**src/rtl/design_exmpl_pkg.sv**
```systemverilog
// Shared state encodings for the example design and its cycle-accurate checker.
package design_exmpl_pkg;

    typedef enum logic [1:0] {
        T0 = 2'b00,
        T1 = 2'b01,
        T2 = 2'b10
    } state_t;

    localparam int unsigned A_W = 4;

endpackage

```
**src/rtl/design_exmpl_ref.sv**
```systemverilog
// Reference model of the checked design: mA/mE/mF datapath, T0/T1/T2 sequencer
// and a registered done pulse on the T2->T0 transition.
module design_exmpl_ref
    import design_exmpl_pkg::*;
(
    input  logic           clk_i,
    input  logic           rst_i,
    input  logic           start_i,
    output state_t         state_o,
    output logic [A_W-1:0] ma_o,
    output logic           me_o,
    output logic           mf_o,
    output logic           done_o
);

    state_t         r_state;
    state_t         w_state_nxt;
    logic [A_W-1:0] r_ma;
    logic [A_W-1:0] w_ma_nxt;
    logic           r_me;
    logic           w_me_nxt;
    logic           r_mf;
    logic           w_mf_nxt;
    logic           r_done;
    logic           w_done_nxt;

    always_ff @(posedge clk_i) begin
        if (rst_i) begin
            r_state <= T0;
            r_ma    <= '0;
            r_me    <= 1'b0;
            r_mf    <= 1'b0;
            r_done  <= 1'b0;
        end else begin
            r_state <= w_state_nxt;
            r_ma    <= w_ma_nxt;
            r_me    <= w_me_nxt;
            r_mf    <= w_mf_nxt;
            r_done  <= w_done_nxt;
        end
    end

    always_comb begin
        w_state_nxt = r_state;
        w_ma_nxt    = r_ma;
        w_me_nxt    = r_me;
        w_mf_nxt    = r_mf;
        w_done_nxt  = 1'b0;
        case (r_state)
            T0: begin
                if (start_i) begin
                    w_ma_nxt    = '0;
                    w_mf_nxt    = 1'b0;
                    w_state_nxt = T1;
                end
            end
            T1: begin
                // Both the E capture and the exit test look at the pre-increment mA.
                w_ma_nxt = r_ma + A_W'(1);
                w_me_nxt = r_ma[2];
                if (r_ma[3] & r_ma[2]) begin
                    w_state_nxt = T2;
                end
            end
            T2: begin
                w_mf_nxt    = 1'b1;
                w_done_nxt  = 1'b1;
                w_state_nxt = T0;
            end
            default: begin
                w_state_nxt = T0;
            end
        endcase
    end

    assign state_o = r_state;
    assign ma_o    = r_ma;
    assign me_o    = r_me;
    assign mf_o    = r_mf;
    assign done_o  = r_done;

endmodule

```
**config.mk**
```make
export PLATFORM = sky130hd
export DESIGN_NAME = design_exmpl_ref
export DESIGN_NICKNAME = d
export VERILOG_FILES = /design/src/rtl/design_exmpl_pkg.sv /design/src/rtl/design_exmpl_ref.sv
export SDC_FILE = /design/constraint.sdc
export NUM_CORES = 1
export LEC_CHECK = 0
export ABC_AREA = 1
export CAP_MARGIN = 20
export CELL_PAD_IN_SITES_DETAIL_PLACEMENT = 1
export CELL_PAD_IN_SITES_GLOBAL_PLACEMENT = 2
export CORE_MARGIN = 2
export CORE_UTILIZATION = 22
export DETAILED_ROUTE_END_ITERATION = 12
export GPL_TIMING_DRIVEN = 0
export HOLD_SLACK_MARGIN = 0.1
export PLACE_DENSITY = 0.82
export SLEW_MARGIN = 40
export SYNTH_ARGS = -nofsm -noshare
export SYNTH_HDL_FRONTEND = slang
export SYNTH_SLANG_ARGS = --single-unit
```
**constraint.sdc**
```tcl
create_clock -name clk_i -period 1.1 [get_ports clk_i]
set_input_delay 0.11 -clock clk_i [delete_from_list [all_inputs] [get_ports clk_i]]
set_output_delay 0.11 -clock clk_i [all_outputs]
set_load 0.1 [all_outputs]
```
==> results.txt <==
----------------------------------------------------
[Finish]
  Fillcell total ... 195
  Non-filler instance count after layout ... between 80 and 90
  Area added between synthesis and finish ... 42.23%
  Sequential cell area in the final layout ... 202.7 um2
  Area of the multi-input gates ... 165.2 um2
  Total inserted antenna cells ... 0
  Layout Nets ... 70
  Layout cells sized above 1 ... 41.54%

[Route]
  Post-route ant nets ... 0
  Overall via count from detail_route ... 354
  Number of vias per cell after detailed routing ... 4.370
  Post-detailed-route DRC marker count ... 0
  Detail-routed net length per standard cell ... 10.21 um
  Total wire length after detailed routing ... 827 um
  1st-pass router iterations ... 2
  Detailed router's first-iteration violation count ... 1

[Min path]
  Hold Path Origin ... ma_o[0]$_SDFFE_PP0P_
  Hold/Removal Path Class ... reg -> reg

[Clock network]
  Skew-Pair Late Insertion Delay ... 0.26 ns
  Total number of H-tree levels ... 1
  Post-CTS clock slew at the launch and capture registers of the worst setup and hold paths ... around 0.06 ns
  Longest Clk Path Bufs ... 2
  Clock Root Buffer ... sky130_fd_sc_hd__clkbuf_4
  Clock tree from TritonCTS ... built
  Number of buffers added to fix hold violations after cts ... 0
  TritonCTS Buffers ... 3
  Clock sink total ... 9

[Floorplanning]
  Die area ... between 2000 and 2500 um2
  Initial core utilization ... 24.03%
  Y dimension of the die ... 45.03 um
  IO Count ... 12
  Number of core rows ... 14
  Core area ... around 1500 um2
  Overall die width ... ~45 um

[Power and ir drop]
  Power density cells ... 1422 nW/um2
  Design Power ... roughly 0.75 mW
  Worst-case vdd ir drop ... between 0.4 and 0.5 mV
  Total leakage power ... 0.2327 nW

[STA]
  Fmax ... roughly 980 MHz
  RSZ-0062 raised after global routing ... no
  Share of the clock period used by the worst path after layout ... 92.96%
  Clock tree skew after final layout ... 0.002110 ns
  Count of pins over their slew limit ... 0
  Headroom to the max-slew limit ... 81.58%
  Transition time at the pin with the least slew margin ... 0.2786 ns
  Smallest setup slack after layout ... 0.07739 ns
  Final setup violation count ... 0
  Final critical delay including setup and external delays ... 1.023 ns
  Final Hold Viols ... 0

[Synth]
  Mean cell area of the mapped netlist ... 7.407 um2
  Yosys warning count ... 0
  Commonest cells post-synth ... sky130_fd_sc_hd__nand2_1, sky130_fd_sc_hd__dfxtp_1, sky130_fd_sc_hd__nor2_1, sky130_fd_sc_hd__inv_1, sky130_fd_sc_hd__a21oi_1
  Dominant cells by area after synthesis ... sky130_fd_sc_hd__dfxtp_1, sky130_fd_sc_hd__nand2_1, sky130_fd_sc_hd__nor2_1
  Leading register cell type out of synthesis ... sky130_fd_sc_hd__dfxtp_1
  Most used standard cell by instance count after synthesis ... sky130_fd_sc_hd__nand2_1
  Ys async rst share ... 0%
  Syn Nets ... 54
  Yosys top cell area share ... 48.65%
  Portion of the post-synthesis area used by sequential elements ... approximately half
  Count of state elements after synthesis ... 9
  Cell count after synthesis ... 50
  Post-synth EDFFs ... 0
  Post-Syn Area ... 370.4 um2
  Number of distinct library cell variants in the gate-level netlist after synthesis ... 15
  Area leader, netlist ... sky130_fd_sc_hd__dfxtp_1

[Place]
  Global placement routability congestion ... 0.6487
  Pre-CTS setup slack ... -0.07148 ns
  DP HPWL ... ~650 um
  Placed Cells ... 77
  Port buffer count ... 11

[Critical path]
  Setup CP Type ... reg -> out
  Family of cells with the greatest summed delay on the critical path ... flip-flops
  CP cell instances ... buf_4
  Largest fanout of any net on the critical path ... 6
  Biggest cell delay along the critical path ... around 0.37 ns
  Critical path's slowest cell ... sky130_fd_sc_hd__dfxtp_4
  Number of buffer and inverter stages on the critical path ... 1
  CP Launch Point ... ma_o[2]$_SDFFE_PP0P_
  Required time of the critical path ... 0.99 ns
  Crit path arrival time ... 0.91 ns
  Category of the worst setup path capture point ... output port
  CP Launch Type ... register
  Reg2Reg Launch Point ... state_o[1]$_SDFFE_PP0P_

[GRT]
  Total gr overflow ... 0
  Wire length of the first global-routing pass ... 1469 um
  Antenna violations before repair ... 0
  Via count of the first global-routing pass ... ~340
  Global Route Usage Sum ... 10.50%
  Largest net degree at the start of global routing ... 8

[Outcome]
  Run status ... complete, no violations

[Job]
  Max_cap viols ... 0

----------------------------------------------------
[worst reg2reg max path: cells and delay by family (launching register included)]
family	cells	cell delay, ns
AND/OR/NAND/NOR	4	0.30
buffers and inverters	2	0.16
flip-flops	1	0.35
[through the flow]
| step | util, % | TNS (ns) | instance area (um2) | hold WS (ns) |
|---|---|---|---|---|
| 2_1_floorplan | - | 0 | 392.9 | 0.1694 |
| 3_3_place_gp | 33.93 | -4.253 | 523.0 | 0.4456 |
| 3_5_place_dp | 31.01 | -0.07662 | 478.0 | 0.4432 |
| 4_1_cts | 34.17 | 0 | 526.8 | 0.4555 |
| 5_1_grt | 34.17 | 0 | 526.8 | 0.4685 |
| 6_report | 34.17 | 0 | 526.8 | 0.4546 |
[worst paths after layout]
| path | cells past startpoint | end | slack [ns] |
|---|---|---|---|
| max | 1 | ma_o[2] | 0.08 |
| min | 1 | ma_o[0]$_SDFFE_PP0P_ | 0.45 |
| max reg2reg | 6 | ma_o[3]$_SDFFE_PP0P_ | 0.18 |
| min reg2reg | 1 | ma_o[0]$_SDFFE_PP0P_ | 0.45 |
[layout by cell type, fill, tap and decap left out, drive strengths merged]
cell type,n
ha,1
nand3,1
clkbuf,4
buf,9
clkdlybuf4s50,2
nor3,1
a31o,1
a21oi,3
inv,6
nand2,17
o21ai,3
nor2,8
dfxtp,9
[cell families after synthesis]
logic type | share of synthesized area [%]
simple gates | 30.74
compound gates | 10.47
flops | 48.65
buf+inv | 6.756
fa+ha+maj | 3.378
[where the power goes]
group | internal, mW | total, mW | switching [mW]
Combinational | 0.0349 | 0.151 | 0.116
Sequential | 0.331 | 0.342 | 0.0107
Clock | 0.140 | 0.257 | 0.117
Total | 0.506 | 0.749 | 0.243
[sequential cells by signal, summed over array words and instances (netlist names)]
name,cells
done_o,1
ma_o,4
mf_o,1
me_o,1
state_o,2
[routing by layer]
layer	vias up	GRT usage (%)	share of wire (%)
met3	2	4.800	4.6
met5	-	0	0
met4	0	5.294	2.3
li1	187	-	-
met2	8	16.86	49
met1	157	11.60	44
[area by class of cell]
type / count / share of cell area, %
clock buffers: 4 / 4.988
inverters: 6 / 4.751
multi-input cells: 35 / 31.35
flip-flops and latches: 9 / 38.48
well taps: 16 / 3.800
repair buffers: 11 / 16.63
[timing repair]
action	CTS	global route
setup buffers	0	0
resized for setup	9	0
setup endpoints to repair	9	0
(Power assumes the default switching activity.)
